File: src/rtl/bf16_normalize_if.sv
`default_nettype none
// ============================================================================
//  Module      : bf16_normalize_if
//  Description : Handshake bundle for the bf16_normalize stage. It carries the
//                upstream operand channel (valid_i/ready_o plus the
//                sign/exponent/mantissa triple) and the downstream result
//                channel (valid_o/ready_i plus the packed word and flags).
//                slave  : the normalizer itself
//                master : the environment around it (producer + consumer)
//  Ports       : valid_i, ready_o, sign_i, exp_i[E_W], mant_i[M_W],
//                valid_o, ready_i, data_o[16], ovf_o, sub_o
//  Revision    : 1.0  initial release
// ============================================================================
interface bf16_normalize_if #(
  parameter int M_W = 16,
  parameter int E_W = 8
);
  // Operand channel
  logic           valid_i;
  logic           ready_o;
  logic           sign_i;
  logic [E_W-1:0] exp_i;
  logic [M_W-1:0] mant_i;
  // Result channel
  logic           valid_o;
  logic           ready_i;
  logic [15:0]    data_o;
  logic           ovf_o;
  logic           sub_o;

  modport slave (
    input  valid_i, sign_i, exp_i, mant_i, ready_i,
    output ready_o, valid_o, data_o, ovf_o, sub_o
  );

  modport master (
    output valid_i, sign_i, exp_i, mant_i, ready_i,
    input  ready_o, valid_o, data_o, ovf_o, sub_o
  );
endinterface
`default_nettype wire

File: src/rtl/bf16_normalize.sv
`default_nettype none
// ============================================================================
//  Module      : bf16_normalize
//  Description : Two-stage normalize-and-round pipeline for the bfloat16
//                datapath. Stage 1 captures the raw sign/exponent/mantissa and
//                its leading-zero count; stage 2 shifts out the leading zeros
//                (clamped so the exponent never drops below 1, producing
//                subnormals), rounds to nearest-even and registers the packed
//                16-bit result together with overflow/subnormal flags.
//  Ports       : clk     - clock, all state on rising edge
//                nreset  - asynchronous active-low reset
//                bus     - bf16_normalize_if.slave (operand + result channels)
//  Revision    : 1.0  initial release
// ============================================================================
module bf16_normalize #(
  parameter int M_W = 16,
  parameter int E_W = 8
) (
  input  wire logic         clk,
  input  wire logic         nreset,
  bf16_normalize_if.slave   bus
);

  localparam int LZ_W  = $clog2(M_W + 1);
  localparam int F_W   = 7;
  // Comparison width wide enough for both the exponent and the lz count.
  localparam int CMP_W = ((E_W > LZ_W) ? E_W : LZ_W) + 1;
  localparam int R_W   = E_W + F_W + 1;

  // --------------------------------------------------------------------------
  // Handshake / advance logic
  // --------------------------------------------------------------------------
  logic s1_valid_q, s1_valid_d;
  logic s2_valid_q, s2_valid_d;
  logic s1_adv;
  logic s2_adv;

  always_comb begin
    s2_adv = !s2_valid_q || bus.ready_i;
    s1_adv = !s1_valid_q || s2_adv;
  end

  // No skid buffer: acceptance follows the downstream ready combinationally.
  assign bus.ready_o = s1_adv;

  // --------------------------------------------------------------------------
  // Leading-zero count of the incoming mantissa (all-zero gives M_W)
  // --------------------------------------------------------------------------
  logic [LZ_W-1:0] lz_in;

  always_comb begin
    lz_in = LZ_W'(M_W);
    // Scanning upward lets the most significant set bit win.
    for (int i = 0; i < M_W; i++) begin
      if (bus.mant_i[i]) begin
        lz_in = LZ_W'(M_W - 1 - i);
      end
    end
  end

  // --------------------------------------------------------------------------
  // Stage 1 registers
  // --------------------------------------------------------------------------
  logic            s1_sign_q, s1_sign_d;
  logic [E_W-1:0]  s1_exp_q,  s1_exp_d;
  logic [M_W-1:0]  s1_mant_q, s1_mant_d;
  logic [LZ_W-1:0] s1_lz_q,   s1_lz_d;

  always_comb begin
    s1_valid_d = s1_valid_q;
    s1_sign_d  = s1_sign_q;
    s1_exp_d   = s1_exp_q;
    s1_mant_d  = s1_mant_q;
    s1_lz_d    = s1_lz_q;
    if (s1_adv) begin
      s1_valid_d = bus.valid_i;
      s1_sign_d  = bus.sign_i;
      s1_exp_d   = bus.exp_i;
      s1_mant_d  = bus.mant_i;
      s1_lz_d    = lz_in;
    end
  end

  // --------------------------------------------------------------------------
  // Stage 2 datapath: shift, round, pack
  // --------------------------------------------------------------------------
  logic [CMP_W-1:0] exp_ext;
  logic [CMP_W-1:0] lz_ext;
  logic [CMP_W-1:0] exp_m1;
  logic             exp_zero;
  logic             exp_max;
  logic [LZ_W-1:0]  sh;
  logic [M_W-1:0]   n;
  logic [F_W-1:0]   frac;
  logic             guard;
  logic             sticky;
  logic             lsb;
  logic             round_up;
  logic             subn;
  logic [E_W-1:0]   exp_field;
  logic [R_W-1:0]   rsum;
  logic [E_W-1:0]   r_exp;
  logic [F_W-1:0]   r_frac;
  logic [15:0]      res_data;
  logic             res_ovf;
  logic             res_sub;

  always_comb begin
    exp_ext  = CMP_W'(s1_exp_q);
    lz_ext   = CMP_W'(s1_lz_q);
    exp_m1   = exp_ext - CMP_W'(1);
    exp_zero = (s1_exp_q == '0);
    exp_max  = &s1_exp_q;

    // Shift is limited so the result exponent stays >= 1; anything the
    // clamp leaves unshifted is expressed as a subnormal.
    if (exp_zero) begin
      sh = '0;
    end else if (lz_ext <= exp_m1) begin
      sh = s1_lz_q;
    end else begin
      sh = LZ_W'(exp_m1);
    end

    n        = s1_mant_q << sh;
    frac     = n[M_W-2 -: F_W];
    lsb      = n[M_W-1-F_W];
    guard    = n[M_W-2-F_W];
    sticky   = |n[M_W-3-F_W:0];
    round_up = guard & (sticky | lsb);

    // A clamped shift leaves the hidden-bit position empty; exponent 0
    // operands are taken as subnormal as they stand.
    subn      = exp_zero || !n[M_W-1];
    exp_field = subn ? '0 : (s1_exp_q - E_W'(sh));

    // Rounding on the joined {exponent, fraction} lets a fraction carry bump
    // the exponent and lets a subnormal round up into the normal range.
    rsum   = {1'b0, exp_field, frac} + R_W'(round_up);
    r_exp  = rsum[E_W+F_W-1:F_W];
    r_frac = rsum[F_W-1:0];

    res_data = '0;
    res_ovf  = 1'b0;
    res_sub  = 1'b0;
    if (s1_mant_q == '0) begin
      res_data = {s1_sign_q, 15'b0};
    end else if (exp_max || rsum[R_W-1] || (&r_exp)) begin
      res_data = {s1_sign_q, {E_W{1'b1}}, {F_W{1'b0}}};
      res_ovf  = 1'b1;
    end else begin
      res_data = {s1_sign_q, r_exp, r_frac};
      res_sub  = (r_exp == '0) && (r_frac != '0);
    end
  end

  // --------------------------------------------------------------------------
  // Stage 2 registers
  // --------------------------------------------------------------------------
  logic [15:0] data_q, data_d;
  logic        ovf_q,  ovf_d;
  logic        sub_q,  sub_d;

  always_comb begin
    s2_valid_d = s2_valid_q;
    data_d     = data_q;
    ovf_d      = ovf_q;
    sub_d      = sub_q;
    if (s2_adv) begin
      s2_valid_d = s1_valid_q;
      // Clear the payload on a bubble so flags never linger without valid.
      data_d     = s1_valid_q ? res_data : '0;
      ovf_d      = s1_valid_q & res_ovf;
      sub_d      = s1_valid_q & res_sub;
    end
  end

  // --------------------------------------------------------------------------
  // State register
  // --------------------------------------------------------------------------
  always_ff @(posedge clk or negedge nreset) begin
    if (!nreset) begin
      s1_valid_q <= 1'b0;
      s1_sign_q  <= 1'b0;
      s1_exp_q   <= '0;
      s1_mant_q  <= '0;
      s1_lz_q    <= '0;
      s2_valid_q <= 1'b0;
      data_q     <= '0;
      ovf_q      <= 1'b0;
      sub_q      <= 1'b0;
    end else begin
      s1_valid_q <= s1_valid_d;
      s1_sign_q  <= s1_sign_d;
      s1_exp_q   <= s1_exp_d;
      s1_mant_q  <= s1_mant_d;
      s1_lz_q    <= s1_lz_d;
      s2_valid_q <= s2_valid_d;
      data_q     <= data_d;
      ovf_q      <= ovf_d;
      sub_q      <= sub_d;
    end
  end

  assign bus.valid_o = s2_valid_q;
  assign bus.data_o  = data_q;
  assign bus.ovf_o   = ovf_q;
  assign bus.sub_o   = sub_q;

endmodule
`default_nettype wire

File: src/flat_wrapper.sv
// flat-port wrapper written by rule: the top's interface ports become plain ports
module bf16_normalize_flat 
#(
  parameter int M_W = 16,
  parameter int E_W = 8
)
  (clk, nreset, bus_valid_i, bus_sign_i, bus_exp_i, bus_mant_i, bus_ready_i, bus_ready_o, bus_valid_o, bus_data_o, bus_ovf_o, bus_sub_o);
  bf16_normalize_if #(.M_W(M_W), .E_W(E_W)) bus_i ();
  input  wire logic clk;
  input  wire logic nreset;
  input wire logic [$bits(bus_i.valid_i)-1:0] bus_valid_i;
  input wire logic [$bits(bus_i.sign_i)-1:0] bus_sign_i;
  input wire logic [$bits(bus_i.exp_i)-1:0] bus_exp_i;
  input wire logic [$bits(bus_i.mant_i)-1:0] bus_mant_i;
  input wire logic [$bits(bus_i.ready_i)-1:0] bus_ready_i;
  output wire logic [$bits(bus_i.ready_o)-1:0] bus_ready_o;
  output wire logic [$bits(bus_i.valid_o)-1:0] bus_valid_o;
  output wire logic [$bits(bus_i.data_o)-1:0] bus_data_o;
  output wire logic [$bits(bus_i.ovf_o)-1:0] bus_ovf_o;
  output wire logic [$bits(bus_i.sub_o)-1:0] bus_sub_o;
  assign bus_i.valid_i = bus_valid_i;
  assign bus_i.sign_i = bus_sign_i;
  assign bus_i.exp_i = bus_exp_i;
  assign bus_i.mant_i = bus_mant_i;
  assign bus_i.ready_i = bus_ready_i;
  assign bus_ready_o = bus_i.ready_o;
  assign bus_valid_o = bus_i.valid_o;
  assign bus_data_o = bus_i.data_o;
  assign bus_ovf_o = bus_i.ovf_o;
  assign bus_sub_o = bus_i.sub_o;
  bf16_normalize #(.M_W(M_W), .E_W(E_W)) u_core (.clk(clk), .nreset(nreset), .bus(bus_i));
endmodule
File: config.mk
export PLATFORM = sky130hd
export DESIGN_NAME = bf16_normalize_flat
export DESIGN_NICKNAME = d
export VERILOG_FILES = /design/src/rtl/bf16_normalize_if.sv /design/src/rtl/bf16_normalize.sv /design/src/flat_wrapper.sv
export SDC_FILE = /design/constraint.sdc
export NUM_CORES = 1
export LEC_CHECK = 0
export BUFFER_PORTS_ARGS = -buffer_cell sky130_fd_sc_hd__buf_2
export CORE_ASPECT_RATIO = 1.75
export CORE_MARGIN = 3
export CORE_UTILIZATION = 60
export DETAILED_ROUTE_END_ITERATION = 16
export PLACE_DENSITY = 0.86
export SKIP_LAST_GASP = 1
export SLEW_MARGIN = 20
export SYNTH_ARGS = -nofsm -noshare
export SYNTH_HDL_FRONTEND = slang
export SYNTH_SLANG_ARGS = --single-unit
File: constraint.sdc
create_clock -name clk -period 6.71 [get_ports clk]
set_clock_uncertainty 0.2 [all_clocks]
set_input_delay 0.3355 -clock clk [delete_from_list [all_inputs] [get_ports clk]]
set_output_delay 0.3355 -clock clk [all_outputs]
set_load 0.02 [all_outputs]
# == After elaboration in Yosys (flattened, before gate mapping) ==
# Index checks and enable logic that the tools add are counted.
# classes
n_addsub,3
n_lt_le_gt_ge,1
n_shift,1
mux,26
n_bitwise,4
n_reduce_logical,16
# op_table
operator,n
5-bit two-way mux,18
15-bit two-way mux,2
15-bit by 1-bit adder with 16-bit output,1
16-bit logical NOT,1
8-bit logical NOT,2
16-bit two-way mux,1
8-bit AND reduction,2
16-bit by 5-bit << shifter with 16-bit output,1
5-bit by 9-bit <= comparator with 1-bit output,1
8-bit by 1-bit subtractor with 9-bit output (second input constant),1
8-bit two-way mux,1
8-bit by 5-bit subtractor with 8-bit output,1
7-bit nonzero test,1
7-bit OR reduction,1
1-bit logical OR,5
1-bit two-way mux,4
1-bit AND,3
1-bit logical NOT,3
1-bit logical AND,1
1-bit bitwise OR,1
# word_totals
regBits,50
inputBits,29
out_inout_bits,20
wordCells,60

# == Longest topological paths before layout ==
# Gate-level depths: netlist of the first run.
# depth
word_depth,16
depth_mapped,27
mapped_depth_nobuf,25

# == Least setup slack after synthesis of the first run ==
# Ideal clock, no wire load.
# synth_timing
path_type,reg-to-reg
from,reg u_core.s1_exp_q[0]
to,"reg u_core.data_q[1], in the netlist u_core.bus.data_o[1]"
t_arrival_ps,5490
required_ps,6388
path_slack_ps,898
stages_incl_launch_ff,26
path_buffers,3
period_less_slack_ps,5812
cell_sequence,dfrtp_1 inv_1 ha_1 nor3b_2 xnor2_1 ha_1 inv_1 a31oi_1 nor2_1 clkbuf_1 clkbuf_1 nor3_1 a31oi_4 nand2_1 o211ai_1 o311ai_0 nor3_1 ha_1 nand2_1 o21a_1 clkbuf_1 nor4_2 xor2_1 nor4_1 a41oi_4 a32o_1
# synth_via
elab_chain_len,14
# synth_rtl
item,line,rtl
start: declaration,bf16_normalize.sv:65,"logic [E_W-1:0] s1_exp_q, s1_exp_d;"
start signal: assignment,bf16_normalize.sv:195,s1_exp_q <= s1_exp_d;
8-bit by 1-bit subtractor with 9-bit output,bf16_normalize.sv:111,exp_m1 = exp_ext - CMP_W'(1);
5-bit by 9-bit <= comparator with 1-bit output,bf16_normalize.sv:119,end else if (lz_ext <= exp_m1) begin
5-bit two-way mux,bf16_normalize.sv:119,
5-bit two-way mux,bf16_normalize.sv:117,if (exp_zero) begin
16-bit by 5-bit << shifter with 16-bit output,bf16_normalize.sv:125,n = s1_mant_q << sh;
7-bit OR reduction / 1-bit logical NOT (equally long branches),"bf16_normalize.sv:129, bf16_normalize.sv:134",
1-bit bitwise OR / 1-bit logical OR (equally long branches),"bf16_normalize.sv:130, bf16_normalize.sv:134",
1-bit AND / 8-bit two-way mux (equally long branches),"bf16_normalize.sv:130, bf16_normalize.sv:135",
15-bit by 1-bit adder with 16-bit output,bf16_normalize.sv:139,"rsum = {1'b0, exp_field, frac} + R_W'(round_up);"
8-bit AND reduction / 1-bit logical OR (equally long branches),bf16_normalize.sv:148,end else if (exp_max || rsum[R_W-1] || (&r_exp)) begin
1-bit logical OR,bf16_normalize.sv:148,
15-bit two-way mux *,bf16_normalize.sv:148,
15-bit two-way mux *,bf16_normalize.sv:146,if (s1_mant_q == '0) begin
16-bit two-way mux *,bf16_normalize.sv:172,data_d = s1_valid_q ? res_data : '0;
end signal: assignment,bf16_normalize.sv:199,data_q <= data_d;
end: declaration,bf16_normalize.sv:160,"logic [15:0] data_q, data_d;"
# Mark *: on every way between the ends. The rest lies on a longest branch, timed or not.
# A chain may end at the register's enable or synchronous reset.

# == Worst setup path in the final report of the first run ==
# layout_timing
from,reg u_core.s1_exp_q[0]
to,"reg u_core.sub_q, in the netlist u_core.bus.sub_o"
# layout_via
elab_chain_len,14
# layout_rtl
item,line,rtl
8-bit by 1-bit subtractor with 9-bit output,bf16_normalize.sv:111,
5-bit by 9-bit <= comparator with 1-bit output,bf16_normalize.sv:119,
5-bit two-way mux,bf16_normalize.sv:119,
5-bit two-way mux,bf16_normalize.sv:117,
16-bit by 5-bit << shifter with 16-bit output,bf16_normalize.sv:125,
7-bit OR reduction / 1-bit logical NOT (equally long branches),"bf16_normalize.sv:129, bf16_normalize.sv:134",
1-bit bitwise OR / 1-bit logical OR (equally long branches),"bf16_normalize.sv:130, bf16_normalize.sv:134",
1-bit AND / 8-bit two-way mux (equally long branches),"bf16_normalize.sv:130, bf16_normalize.sv:135",
15-bit by 1-bit adder with 16-bit output,bf16_normalize.sv:139,
"8-bit logical NOT, or another cell as far along",bf16_normalize.sv:153,res_sub = (r_exp == '0) && (r_frac != '0);
1-bit logical AND / 1-bit logical OR (equally long branches),"bf16_normalize.sv:153, bf16_normalize.sv:148",
1-bit two-way mux *,bf16_normalize.sv:148,
1-bit two-way mux *,bf16_normalize.sv:146,
1-bit AND *,bf16_normalize.sv:174,sub_d = s1_valid_q & res_sub;
end signal: assignment,bf16_normalize.sv:201,sub_q <= sub_d;
end: declaration,bf16_normalize.sv:162,"logic sub_q, sub_d;"
# Marked as above.

==> results of run 1 <==
==> path summary, 6_finish.rpt <==
path | endpoint | cells past startpoint
hold / removal | u_core.s1_valid_q | 2
min in group asynchronous | u_core.bus.valid_o | 2
hold reg to reg | u_core.bus.data_o[8] | 1
max in group asynchronous | u_core.s1_mant_q[2] | 2
setup / recovery | u_core.bus.sub_o | 24
setup reg to reg | u_core.bus.sub_o | 24
==> final cells by class <==
cell class	instances	area, sq um
clock buffers	5	125
clock inverters	3	47.5
fillers	560	2080
inverters	13	48.8
multi-input cells	440	2940
flip-flops and latches	50	1250
well taps	84	105
repair buffers	63	358
==> cell families (layout without fill, tap and decap cells) <==
kind of cell	Yosys count	after routing
and+or+nand+nor	246	247
adders and majority gates	14	14
DFF	50	50
buffers and inverters	43	84
xor gates and xnor gates	17	17
AOI/OAI and AO/OA	150	150
muxes	12	12
==> metrics by stage <==
stage	hold slack, ns	power, mW	util, %	setup WS, ns
detailed placement	0.261	0.853	66.3	0.136
global route	0.0288	1.23	70.1	-0.0124
floorplan	-0.160	0.728	-	0.898
global placement	0.251	0.840	66.3	0.464
finish	0.0255	1.17	70.1	0.322
CTS	0.0259	1.15	68.8	0.105
==> per-layer routing <==
| layer | track usage (%) | vias to the layer above |
|---|---|---|
| met5 | 0 | - |
| met4 | 18.9 | 0 |
| met3 | 3.91 | 77 |
| met2 | 54.7 | 223 |
| met1 | 29.3 | 2076 |
| li1 | - | 2089 |
==> Yosys cell counts, types with 3 or more instances <==
cell type	n	area (sq um)
sky130_fd_sc_hd__o32a_1	3	30.0
sky130_fd_sc_hd__xor2_1	8	70.1
sky130_fd_sc_hd__o31a_1	3	26.3
sky130_fd_sc_hd__nor4_1	11	68.8
sky130_fd_sc_hd__nor2_1	40	150
sky130_fd_sc_hd__o311ai_0	3	26.3
sky130_fd_sc_hd__or3_1	4	25.0
sky130_fd_sc_hd__inv_1	11	41.3
sky130_fd_sc_hd__o21ai_0	23	115
sky130_fd_sc_hd__clkbuf_1	16	60.1
sky130_fd_sc_hd__a21boi_0	5	37.5
sky130_fd_sc_hd__ha_1	13	163
sky130_fd_sc_hd__nand3_1	11	55.1
sky130_fd_sc_hd__a22o_1	6	52.6
sky130_fd_sc_hd__or4_1	3	22.5
sky130_fd_sc_hd__nand4_1	11	68.8
sky130_fd_sc_hd__nand2_1	93	349
sky130_fd_sc_hd__nor2b_1	6	37.5
sky130_fd_sc_hd__o32ai_1	3	26.3
sky130_fd_sc_hd__mux2_2	4	45.0
sky130_fd_sc_hd__o21ai_1	3	15.0
sky130_fd_sc_hd__and3_1	10	62.6
sky130_fd_sc_hd__a21oi_2	3	26.3
sky130_fd_sc_hd__a21oi_1	15	75.1
sky130_fd_sc_hd__xnor2_1	9	78.8
sky130_fd_sc_hd__o31ai_1	15	113
sky130_fd_sc_hd__dfrtp_1	50	1250
sky130_fd_sc_hd__nor4_2	4	50.1
sky130_fd_sc_hd__nor3_1	17	85.1
sky130_fd_sc_hd__o22ai_1	7	43.8
sky130_fd_sc_hd__a31oi_1	3	18.8
sky130_fd_sc_hd__a211oi_1	5	37.5
sky130_fd_sc_hd__a32o_1	4	40.0
sky130_fd_sc_hd__mux2i_1	7	70.1
sky130_fd_sc_hd__buf_2	11	55.1
sky130_fd_sc_hd__or2_2	5	31.3
sky130_fd_sc_hd__nand2b_1	6	37.5
sky130_fd_sc_hd__nor4b_1	3	26.3
sky130_fd_sc_hd__a21o_1	6	45.0
sky130_fd_sc_hd__o211ai_1	20	150
==> power by group through the flow <==
stage	Combinational, mW	Sequential (mW)	Clock, mW
after floorplan	0.326	0.402	0
after global placement	0.452	0.388	0
after detailed placement	0.463	0.390	0
after CTS	0.466	0.384	0.297
after global routing	0.527	0.389	0.309
final	0.486	0.386	0.296
==> state kept, by name, indices dropped and copies added (netlist names) <==
register,flops
u_core.bus.data_o,16
u_core.s1_mant_q,16
u_core.s1_exp_q,8
u_core.s1_lz_q,5
u_core.bus.ovf_o,1
u_core.bus.sub_o,1
u_core.bus.valid_o,1
u_core.s1_sign_q,1
u_core.s1_valid_q,1
==> what timing repair did <==
action	4_1_cts	5_1_grt
hold endpoints to repair	0	50
hold buffers	0	1
endpoints found under the setup margin	0	9
buffers inserted	0	5
resized for setup	0	5
==> impl_table.tex, run 1 <==
\begin{tabular}{lr}
\hline
Metric & Value \\
\hline
\multicolumn{2}{l}{\textbf{Pwr}} \\
\quad Share of total power consumed by net switching & 40.0\% \\
\quad Switching pwr & 0.467 mW \\
\quad Share of total power in the clock network & 25.3\% \\
\quad Leakage component of the power & 2.11 nW \\
\quad Internal power consumption & 0.700 mW \\
\quad Peak VDD IR & 0.243 mV \\
\quad Power per Cell Area & 240 nW/um\^{}2 \\
\quad Combinational power share & 41.6\% \\
\quad Part of the power in registers & 33.1\% \\
\multicolumn{2}{l}{\textbf{Critical path}} \\
\quad Type of element capturing the critical path & register \\
\quad Critical path startpoint & u\_core.s1\_exp\_q[0] \\
\quad Worst EP required & 6.71 ns \\
\quad Family with the most delay on the worst path & simple AND/OR/NAND/NOR gates \\
\quad Most prevalent standard cell on the critical path & sky130\_fd\_sc\_hd\_\_ha\_1 \\
\quad Critical Path Max Stage Delay & 0.57 ns \\
\quad Cell breakdown of the critical path & inv\_1 > ha\_1 > nor3b\_4 > xnor2\_1 > ha\_1 > nand3\_2 > nand4b\_4 > or4\_4 > nand2\_4 > inv\_2 > ha\_1 > nor2b\_1 > o21ai\_0 > nand2b\_1 > a21o\_1 > a21o\_1 > xor2\_1 > nor2\_2 > nand2\_1 > nor4\_2 > xor2\_1 > nor2\_1 > or4\_1 > o31ai\_1 \\
\quad Type of the setup path with the least slack & reg -> reg \\
\quad Cell at the slowest stage of the critical path & sky130\_fd\_sc\_hd\_\_or4\_4 \\
\quad Setup slack, reg-to-reg & 0.32 ns \\
\quad Crit path max fanout & 17 \\
\quad Arrival time at the worst endpoint & 6.39 ns \\
\quad Buffers plus inverters on the worst setup path & 2 \\
\quad Critical Path Source Type & register \\
\quad R2R Path Start & u\_core.s1\_exp\_q[0] \\
\multicolumn{2}{l}{\textbf{STA}} \\
\quad Post-route minimum period & 6.39 ns \\
\quad Final setup TNS & 0 ns \\
\quad Slew headroom & 43.0\% \\
\quad Portion of the clock cycle consumed by the worst path in the final layout & 95.2\% \\
\quad Count of final max-slew check failures & 0 \\
\quad Worst-margin pin slew & 0.854 ns \\
\quad Final count of hold timing violations & 0 \\
\quad Total setup violations reported at the end of the flow & 0 \\
\quad Max Clock Freq & 157 MHz \\
\multicolumn{2}{l}{\textbf{Synth}} \\
\quad Post-synth EDFFs & 0 \\
\quad Mean post-synth cell area & 8.16 sq um \\
\quad Dominant combinational cell family by area after synthesis & simple AND/OR/NAND/NOR gates \\
\quad Synthesized netlist net count & 575 \\
\quad Warning count from the yosys run & 0 \\
\quad Synthesized-area fraction occupied by ao, oa, aoi and oai cells & 26.3\% \\
\quad Yosys reg bits & 50 \\
\quad Synthesized area & 4340 sq um \\
\quad Xor/xnor share of the synthesized area & 3.43\% \\
\quad Multiplexer share of the synthesized area & 2.91\% \\
\quad Instance count of the mapped netlist & 532 \\
\quad Fraction of the mapped netlist area in adder cells & 4.21\% \\
\quad Area fraction in and, or, nand and nor cells after synthesis & 30.0\% \\
\quad Share of synthesized area occupied by flip-flops and latches & 28.8\% \\
\quad Synth unique cells & 81 \\
\quad Primary FF master, synth & sky130\_fd\_sc\_hd\_\_dfrtp\_1 \\
\quad Share of synthesized flip-flops with an asynchronous set or reset & 100\% \\
\multicolumn{2}{l}{\textbf{Finish}} \\
\quad Layout cells sized above 1 & 19.7\% \\
\quad Layout overhead on the synthesized area & 12.3\% \\
\quad Diodes inserted & 0 \\
\quad Final cell count without fillers & 658 \\
\quad Leading cell types in the layout, fill and taps excluded & sky130\_fd\_sc\_hd\_\_nand2\_1, sky130\_fd\_sc\_hd\_\_dfrtp\_1, sky130\_fd\_sc\_hd\_\_buf\_2 \\
\quad Post-route cell area & 4870 sq um \\
\quad Count of nets after finishing & 616 \\
\quad Most frequent standard cell in the layout excluding fill and tap cells & sky130\_fd\_sc\_hd\_\_nand2\_1 \\
\multicolumn{2}{l}{\textbf{Floorplan}} \\
\quad I/O pin count & 49 \\
\quad Initial core utilization & 62.4\% \\
\quad Die ar. & 8330 sq um \\
\quad Die Span Y & 119 um \\
\quad Area of the core region & 6960 sq um \\
\quad Die X & 70.3 um \\
\quad Row cnt & 40 \\
\multicolumn{2}{l}{\textbf{Global route}} \\
\quad Via count of the first global-routing pass & 4313 \\
\quad Largest net degree at the start of global routing & 51 \\
\quad Overall routing resource usage & 29.3\% \\
\quad Number of antenna violations at the first check in global routing & 0 \\
\quad Wire length of the first global-routing pass & 20000 um \\
\quad Total congestion overflow & 0 \\
\multicolumn{2}{l}{\textbf{Drt}} \\
\quad First-pass detailed-route iteration total & 7 \\
\quad Routed via count & 4465 \\
\quad Count of nets left with antenna violations after detail routing & 0 \\
\quad Average via count per standard cell & 6.79 \\
\quad First DRT Iteration DRCs & 336 \\
\quad Uppermost layer routed & met4 \\
\quad Number of design rule violations left after detail routing & 0 \\
\quad Detail Route met2 WL & 6640 um \\
\quad Wirelength per Cell & 18.9 um \\
\quad Final WL & 12500 um \\
\quad Met3 wire length & 647 um \\
\quad Wire length on met1 & 4320 um \\
\multicolumn{2}{l}{\textbf{Place}} \\
\quad Placer Congestion & 0.951 \\
\quad Number of buffers added on ports & 48 \\
\quad Post-DP HPWL & 9460 um \\
\quad Post-detailed-placement cell area & 4610 sq um \\
\quad Placed cell count & 643 \\
\multicolumn{2}{l}{\textbf{Outcome}} \\
\quad Result of the run & completed \\
\multicolumn{2}{l}{\textbf{Clocking}} \\
\quad Num Clock Sinks & 50 \\
\quad Maximum buffer depth of the clock tree & 2 \\
\quad Clock slew seen by the registers of the worst setup and hold paths & 0.07 ns \\
\quad CTS Buf Count & 5 \\
\quad CTS tree & done \\
\quad H-Tree Level Count & 2 \\
\quad Root Buffer Master & sky130\_fd\_sc\_hd\_\_clkbuf\_16 \\
\quad Clock latency reported for the late side of the worst-skew pair & 0.30 ns \\
\multicolumn{2}{l}{\textbf{Worst hold path}} \\
\quad Startpoint of the lowest-slack hold path & bus\_valid\_i \\
\quad HP Class & in -> reg \\
\multicolumn{2}{l}{\textbf{Job}} \\
\quad Max-cap viol count & 0 \\
\hline
\end{tabular}
Note: power is estimated with default switching activity, not from simulation.
==> run 2: changes to the inputs <==
--- a/config.mk
+++ b/config.mk
@@ -8,9 +8,10 @@
 export BUFFER_PORTS_ARGS = -buffer_cell sky130_fd_sc_hd__buf_2
 export CORE_ASPECT_RATIO = 1.75
 export CORE_MARGIN = 3
-export CORE_UTILIZATION = 60
+export CORE_UTILIZATION = 51
 export DETAILED_ROUTE_END_ITERATION = 16
-export PLACE_DENSITY = 0.86
+export PLACE_DENSITY = 0.76
+export RECOVER_POWER = 25
 export SKIP_LAST_GASP = 1
 export SLEW_MARGIN = 20
 export SYNTH_ARGS = -nofsm -noshare
==> run 2 against run 1 <==
  * The run now ends with capacitance limit, slew limit left
  * Worst setup slack improved by 0.13 ns
  * Power decreased by 1.6%
  * Die area increased by 16%
  * Maximum frequency increased by 2.0%
  * Worst hold slack improved by 0.0031 ns
==> impl_table.tex, run 2 (synthesis gave the netlist of run 1 again) <==
\begin{tabular}{lr}
\hline
Metric & Value \\
\hline
\multicolumn{2}{l}{\textbf{Finish}} \\
\quad Footprint of the multi-input gates & 2920 sq um (-0.77\%) \\
\quad Register area & 1250 sq um (unchanged) \\
\quad Most frequent standard cell in the layout excluding fill and tap cells & sky130\_fd\_sc\_hd\_\_nand2\_1 \\
\quad Layout cells sized above 1 & 18.0\% (-1.7 points) \\
\quad Count of nets after finishing & 609 (-1.1\%) \\
\quad Diodes inserted & 0 (unchanged) \\
\quad Fill cells & 752 (+34\%) \\
\quad Leading cell types in the layout, fill and taps excluded & sky130\_fd\_sc\_hd\_\_nand2\_1, sky130\_fd\_sc\_hd\_\_dfrtp\_1, sky130\_fd\_sc\_hd\_\_buf\_2 \\
\quad Layout overhead on the synthesized area & 11.3\% \\
\multicolumn{2}{l}{\textbf{STA}} \\
\quad Count of final max-slew check failures & 51 (+51) \\
\quad Portion of the clock cycle consumed by the worst path in the final layout & 93.3\% (-1.9 points) \\
\quad Setup repair after global routing missed its margin & false \\
\quad Total setup violations reported at the end of the flow & 0 (unchanged) \\
\quad Slew headroom & -69.9\% (-110 points) \\
\quad Max Clock Freq & 160 MHz (+2.0\%) \\
\quad Final count of hold timing violations & 0 (unchanged) \\
\quad Worst-margin pin slew & 2.55 ns (+1.69 ns) \\
\quad Final WS setup & 0.449 ns (+0.127 ns) \\
\quad Final setup TNS & 0 ns (unchanged) \\
\quad Post-route minimum period & 6.26 ns (-0.127 ns) \\
\multicolumn{2}{l}{\textbf{Floorplan}} \\
\quad Area of the core region & 8120 sq um (+17\%) \\
\quad I/O pin count & 49 (unchanged) \\
\quad Die X & 75.7 um (+7.7\%) \\
\quad Die ar. & 9700 sq um (+16\%) \\
\quad Die Span Y & 128 um (+8.0\%) \\
\quad Row cnt & 43 (+7.5\%) \\
\quad Initial core utilization & 53.4\% (-9.0 points) \\
\multicolumn{2}{l}{\textbf{Global route}} \\
\quad Largest net degree at the start of global routing & 51 (unchanged) \\
\quad Via count of the first global-routing pass & 4291 (-0.51\%) \\
\quad Number of antenna violations at the first check in global routing & 0 (unchanged) \\
\quad Total congestion overflow & 0 (unchanged) \\
\quad Overall routing resource usage & 26.2\% (-3.2 points) \\
\quad Wire length of the first global-routing pass & 20000 um (about the same) \\
\multicolumn{2}{l}{\textbf{Clocking}} \\
\quad CTS tree & done \\
\quad CTS Buf Count & 5 (unchanged) \\
\quad Clock latency reported for the late side of the worst-skew pair & 0.30 ns (about the same) \\
\quad H-Tree Level Count & 2 (unchanged) \\
\quad Number of buffers inserted by post-CTS setup repair & 0 (unchanged) \\
\quad Clock slew seen by the registers of the worst setup and hold paths & 0.07 ns (about the same) \\
\quad Maximum buffer depth of the clock tree & 2 (unchanged) \\
\quad Root Buffer Master & sky130\_fd\_sc\_hd\_\_clkbuf\_16 \\
\quad Num Clock Sinks & 50 (unchanged) \\
\multicolumn{2}{l}{\textbf{Critical path}} \\
\quad Type of the setup path with the least slack & reg -> reg \\
\quad Worst EP required & 6.69 ns (-0.02 ns) \\
\quad Arrival time at the worst endpoint & 6.24 ns (-0.15 ns) \\
\quad R2r worst-path depth & 26 (+8.3\%) \\
\quad Setup slack, reg-to-reg & 0.45 ns (+0.13 ns) \\
\quad Type of element capturing the critical path & register \\
\quad Crit path max fanout & 23 (+6) \\
\quad R2R Path Start & u\_core.s1\_exp\_q[0] \\
\quad Critical Path Source Type & register \\
\quad Worst R2R End & u\_core.bus.data\_o[1] \\
\multicolumn{2}{l}{\textbf{Outcome}} \\
\quad Violated checks & capacitance limit, slew limit \\
\quad Result of the run & finished, violations left \\
\multicolumn{2}{l}{\textbf{Pwr}} \\
\quad Leakage component of the power & 2.06 nW (-2.2\%) \\
\quad Peak VDD IR & 0.157 mV (-35\%) \\
\quad Power per Cell Area & 238 nW/um\^{}2 (-0.67\%) \\
\multicolumn{2}{l}{\textbf{Worst hold path}} \\
\quad Min-Delay Endpoint & u\_core.s1\_sign\_q \\
\quad Startpoint of the lowest-slack hold path & bus\_sign\_i \\
\quad HP Class & in -> reg \\
\quad Hold path cells & 3 (+1) \\
\multicolumn{2}{l}{\textbf{Job}} \\
\quad Max-cap viol count & 1 (+1) \\
\multicolumn{2}{l}{\textbf{Drt}} \\
\quad Count of nets left with antenna violations after detail routing & 0 (unchanged) \\
\quad First DRT Iteration DRCs & 205 (-39\%) \\
\quad Number of design rule violations left after detail routing & 0 (unchanged) \\
\quad Average via count per standard cell & 6.30 (-7.2\%) \\
\quad Wirelength per Cell & 17.5 um (-7.6\%) \\
\quad Routed via count & 4276 (-4.2\%) \\
\quad First-pass detailed-route iteration total & 4 (-3) \\
\quad Final WL & 11900 um (-4.7\%) \\
\multicolumn{2}{l}{\textbf{Place}} \\
\quad Number of buffers added on ports & 48 (unchanged) \\
\quad Pre-CTS setup slack & 0.322 ns (+0.186 ns) \\
\quad Post-DP HPWL & 9610 um (+1.6\%) \\
\quad Placer Congestion & 0.966 (+1.6\%) \\
\hline
\end{tabular}
[run 2: report_power, final]
group          total [mW]  internal (mW)  leakage, nW  switching, mW
logic               0.474          0.178         1.35          0.296
clock network       0.291          0.177       0.0842          0.115
registers           0.384          0.341        0.626         0.0431
total                1.15          0.695         2.06          0.454
[run 2: timing repair]
item                                   CTS  global route
hold buffers                             0             1
endpoints found under the hold margin    0            50
resized for setup                        0             4
setup endpoints to repair                0             9
[run 2: worst max path at each step]
stage	cells after the start	endpoint	slack [ns]	start
2_1_floorplan	25	u_core.bus.data_o[1]	0.90	u_core.s1_exp_q[0]
3_3_place_gp	22	u_core.bus.data_o[1]	0.57	u_core.s1_exp_q[0]
3_5_place_dp	23	u_core.bus.data_o[6]	0.32	u_core.s1_exp_q[0]
4_1_cts	23	u_core.bus.data_o[1]	0.27	u_core.s1_exp_q[0]
5_1_grt	21	u_core.bus.data_o[1]	0.05	u_core.s1_exp_q[0]
6_report	26	u_core.bus.data_o[1]	0.45	u_core.s1_exp_q[0]
[run 2: metal layers]
metal / wire length, um / track usage, % / up-vias
li1: - / - / 2063
met1: 4300 / 26.5 / 2014
met2: 6550 / 48.3 / 147
met3: 409 / 3.30 / 52
met4: 614 / 15.3 / 0
met5: 0 / 0 / -
[run 2: area by class of cell]
cell class	instances	area share, %
Tap cell	112	2.90
Timing Repair Buffer	57	6.32
Inverter	13	1.01
Clock inverter	3	0.907
Multi-Input combinational cell	439	60.4
Sequential cell	50	25.9
Clock buffer	5	2.59
[run 2: worst max-delay path, stage by stage, from the launching register on]
cell and delay [ns]:
sky130_fd_sc_hd__dfrtp_1 0.47, sky130_fd_sc_hd__inv_1 0.19, sky130_fd_sc_hd__ha_1 0.25, sky130_fd_sc_hd__nor3b_4 0.30, sky130_fd_sc_hd__xnor2_1 0.15, sky130_fd_sc_hd__ha_1 0.32
sky130_fd_sc_hd__inv_1 0.04, sky130_fd_sc_hd__a31oi_1 0.18, sky130_fd_sc_hd__nor2_1 0.09, sky130_fd_sc_hd__buf_4 0.21, sky130_fd_sc_hd__o211ai_1 0.34, sky130_fd_sc_hd__nand2_4 0.21
sky130_fd_sc_hd__inv_2 0.21, sky130_fd_sc_hd__ha_1 0.25, sky130_fd_sc_hd__nor2b_1 0.12, sky130_fd_sc_hd__o21ai_0 0.19, sky130_fd_sc_hd__nand2b_1 0.12, sky130_fd_sc_hd__a21o_1 0.21
sky130_fd_sc_hd__a21o_1 0.20, sky130_fd_sc_hd__xor2_1 0.16, sky130_fd_sc_hd__nor2_1 0.26, sky130_fd_sc_hd__nand2_1 0.15, sky130_fd_sc_hd__nor4_2 0.27, sky130_fd_sc_hd__xor2_1 0.13
sky130_fd_sc_hd__nor4_2 0.36, sky130_fd_sc_hd__a41oi_4 0.22, sky130_fd_sc_hd__a32o_1 0.31
[run 2: stage by stage]
| stage | hold WS (ns) | utilization [%] | cells | instance area, sq um | power (mW) |
|---|---|---|---|---|---|
| floorplan | -0.160 | - | 532 | 4340 | 0.728 |
| global placement | 0.251 | 57.1 | 670 | 4640 | 0.842 |
| detailed placement | 0.260 | 57.1 | 670 | 4640 | 0.856 |
| CTS | 0.0296 | 59.2 | 678 | 4810 | 1.15 |
| global route | 0.0409 | 59.4 | 679 | 4830 | 1.22 |
| finish | 0.0287 | 59.4 | 679 | 4830 | 1.15 |
==> run 3: changes to the inputs <==
--- a/config.mk
+++ b/config.mk
@@ -9,6 +9,8 @@
 export CORE_ASPECT_RATIO = 1.75
 export CORE_MARGIN = 3
 export CORE_UTILIZATION = 51
+export CTS_BUF_LIST = sky130_fd_sc_hd__clkbuf_4 sky130_fd_sc_hd__clkbuf_8
+export CTS_CLUSTER_DIAMETER = 40
 export DETAILED_ROUTE_END_ITERATION = 16
 export PLACE_DENSITY = 0.76
 export RECOVER_POWER = 25
==> run 3 against run 2 <==
  * The run still ends with capacitance limit, slew limit left
  * Sequential cell count unchanged
  * Sequential share of layout area up 0.28 points
  * Count of clock-buffer cells in the layout unchanged
  * Die area unchanged
  * Critical path depth unchanged
  * Critical path type unchanged
  * Critical endpoint is now u_core.bus.sub_o
  * Largest power group unchanged
  * Highest routed layer unchanged
==> impl_table.tex, run 3 (synthesis gave the netlist of run 1 again) <==
\begin{tabular}{lr}
\hline
Metric & Value \\
\hline
\multicolumn{2}{l}{\textbf{Outcome}} \\
\quad Result of the run & finished, violations left \\
\quad Violated checks & capacitance limit, slew limit \\
\multicolumn{2}{l}{\textbf{STA}} \\
\quad Post-route minimum period & 6.27 ns (+0.0132 ns) \\
\quad Final WS setup & 0.436 ns (-0.0132 ns) \\
\quad Setup repair after global routing missed its margin & false \\
\quad Final setup TNS & 0 ns (unchanged) \\
\quad Portion of the clock cycle consumed by the worst path in the final layout & 93.5\% (+0.20 points) \\
\quad Total setup violations reported at the end of the flow & 0 (unchanged) \\
\quad Slew headroom & -69.9\% (about the same) \\
\quad Max Clock Freq & 159 MHz (-0.21\%) \\
\quad Final count of hold timing violations & 0 (unchanged) \\
\quad Worst-margin pin slew & 2.55 ns (-0.000475 ns) \\
\quad Count of final max-slew check failures & 51 (unchanged) \\
\quad Hold slack & 0.00551 ns (-0.0232 ns) \\
\multicolumn{2}{l}{\textbf{Floorplan}} \\
\quad Die Span Y & 128 um (unchanged) \\
\quad Initial core utilization & 53.4\% (unchanged) \\
\quad I/O pin count & 49 (unchanged) \\
\quad Area of the core region & 8120 sq um (unchanged) \\
\quad Row cnt & 43 (unchanged) \\
\quad Die ar. & 9700 sq um (unchanged) \\
\quad Die X & 75.7 um (unchanged) \\
\multicolumn{2}{l}{\textbf{Place}} \\
\quad Post-DP HPWL & 9610 um (unchanged) \\
\quad Placer Congestion & 0.966 (unchanged) \\
\quad Number of buffers added on ports & 48 (unchanged) \\
\quad Pre-CTS setup slack & 0.322 ns (unchanged) \\
\multicolumn{2}{l}{\textbf{Clocking}} \\
\quad Root Buffer Master & sky130\_fd\_sc\_hd\_\_clkbuf\_8 \\
\quad Maximum buffer depth of the clock tree & 2 (unchanged) \\
\quad CTS Buf Count & 5 (unchanged) \\
\quad H-Tree Level Count & 2 (unchanged) \\
\quad Clock latency reported for the late side of the worst-skew pair & 0.32 ns (+0.02 ns) \\
\quad Num Clock Sinks & 50 (unchanged) \\
\quad CTS tree & done \\
\quad Clock slew seen by the registers of the worst setup and hold paths & 0.10 ns (+0.03 ns) \\
\quad Number of buffers inserted by post-CTS setup repair & 0 (unchanged) \\
\multicolumn{2}{l}{\textbf{Pwr}} \\
\quad Peak VDD IR & 0.114 mV (-27\%) \\
\quad Power per Cell Area & 225 nW/um\^{}2 (-5.3\%) \\
\quad Leakage component of the power & 2.04 nW (-1.2\%) \\
\quad Total design power & 1.08 mW (-6.3\%) \\
\multicolumn{2}{l}{\textbf{Finish}} \\
\quad Count of nets after finishing & 609 (unchanged) \\
\quad Layout cells sized above 1 & 18.2\% (+0.18 points) \\
\quad Layout overhead on the synthesized area & 10.1\% \\
\quad Leading cell types in the layout, fill and taps excluded & sky130\_fd\_sc\_hd\_\_nand2\_1, sky130\_fd\_sc\_hd\_\_dfrtp\_1, sky130\_fd\_sc\_hd\_\_buf\_2 \\
\quad Diodes inserted & 0 (unchanged) \\
\quad Most frequent standard cell in the layout excluding fill and tap cells & sky130\_fd\_sc\_hd\_\_nand2\_1 \\
\multicolumn{2}{l}{\textbf{Drt}} \\
\quad Routed via count & 4289 (+0.30\%) \\
\quad Average via count per standard cell & 6.32 (+0.30\%) \\
\quad First DRT Iteration DRCs & 203 (-0.98\%) \\
\quad Count of nets left with antenna violations after detail routing & 0 (unchanged) \\
\quad Number of design rule violations left after detail routing & 0 (unchanged) \\
\quad Final WL & 11900 um (+0.53\%) \\
\quad First-pass detailed-route iteration total & 5 (+1) \\
\quad Wirelength per Cell & 17.6 um (+0.53\%) \\
\multicolumn{2}{l}{\textbf{Global route}} \\
\quad Wire length of the first global-routing pass & 19700 um (-1.3\%) \\
\quad Via count of the first global-routing pass & 4253 (-0.89\%) \\
\quad Largest net degree at the start of global routing & 51 (unchanged) \\
\quad Total congestion overflow & 0 (unchanged) \\
\quad Overall routing resource usage & 25.8\% (-0.34 points) \\
\quad Number of antenna violations at the first check in global routing & 0 (unchanged) \\
\multicolumn{2}{l}{\textbf{Critical path}} \\
\quad Family with the most delay on the worst path & simple AND/OR/NAND/NOR gates \\
\quad Buffers plus inverters on the worst setup path & 4 (unchanged) \\
\quad Arrival time at the worst endpoint & 6.31 ns (+0.07 ns) \\
\quad Type of the setup path with the least slack & reg -> reg \\
\quad R2r worst-path depth & 26 (unchanged) \\
\quad Setup slack, reg-to-reg & 0.44 ns (about the same) \\
\quad Worst EP required & 6.74 ns (+0.05 ns) \\
\quad Critical Path Max Stage Delay & 0.53 ns (+0.06 ns) \\
\quad Worst R2R End & u\_core.bus.sub\_o \\
\quad Type of element capturing the critical path & register \\
\quad R2R Path Start & u\_core.s1\_exp\_q[0] \\
\quad Cell at the slowest stage of the critical path & sky130\_fd\_sc\_hd\_\_or4\_1 \\
\quad Critical Path Source Type & register \\
\quad Crit path max fanout & 23 (unchanged) \\
\multicolumn{2}{l}{\textbf{Worst hold path}} \\
\quad Min-Delay Endpoint & u\_core.s1\_sign\_q \\
\quad Hold path cells & 3 (unchanged) \\
\quad Startpoint of the lowest-slack hold path & bus\_sign\_i \\
\quad HP Class & in -> reg \\
\multicolumn{2}{l}{\textbf{Job}} \\
\quad Max-cap viol count & 1 (unchanged) \\
\hline
\end{tabular}
==> run 3: cell counts in the layout (fill, tap and decap cells not counted) <==
No cell type changed its count.
==> run 3: tightest hold or removal path, stage by stage <==
cell and delay [ns]:
sky130_fd_sc_hd__buf_2 0.07, sky130_fd_sc_hd__nand2_1 0.04, sky130_fd_sc_hd__nand2_1 0.05
==> run 3: how the worst max path moves through the flow <==
stage	slack (ns)	start	cells past startpoint	to
after floorplan	0.90	u_core.s1_exp_q[0]	25	u_core.bus.data_o[1]
after global placement	0.57	u_core.s1_exp_q[0]	22	u_core.bus.data_o[1]
after detailed placement	0.32	u_core.s1_exp_q[0]	23	u_core.bus.data_o[6]
after CTS	0.29	u_core.s1_exp_q[0]	23	u_core.bus.data_o[1]
after global routing	0.08	u_core.s1_exp_q[0]	26	u_core.bus.data_o[1]
final	0.44	u_core.s1_exp_q[0]	26	u_core.bus.sub_o
==> run 3: timing repair <==
action | CTS | global route
hold buffers | 0 | 1
resized for setup | 0 | 5
endpoints found under the setup margin | 0 | 9
hold endpoints to repair | 0 | 50
==> run 3: through the flow <==
step / std cells / util, % / area (sq um)
final: 679 / 58.8 / 4780
after global routing: 679 / 58.8 / 4780
after CTS: 678 / 58.5 / 4750
after detailed placement: 670 / 57.1 / 4640
after global placement: 670 / 57.1 / 4640
after floorplan: 532 / - / 4340
==> run 3: layout make-up <==
type | count | area (sq um)
flip-flops and latches | 50 | 1250
multi-input cells | 439 | 2920
repair buffers | 57 | 305
fillers | 756 | 3350
clock buffers | 5 | 68.8
well taps | 112 | 140
inverters | 13 | 48.8
clock inverters | 3 | 43.8
==> run 3: routing by layer <==
layer  routed length, um  track usage, %  up-vias
met1                4350            25.9     2028
met5                   0               0        -
met2                6660            48.3      156
met4                 514            14.7        0
li1                    -               -     2064
met3                 415            2.90       41
==> run 3: power by group <==
part	switching [mW]	internal (mW)	total [mW]
combinational	0.297	0.178	0.475
sequential	0.0432	0.340	0.383
clock	0.106	0.112	0.218
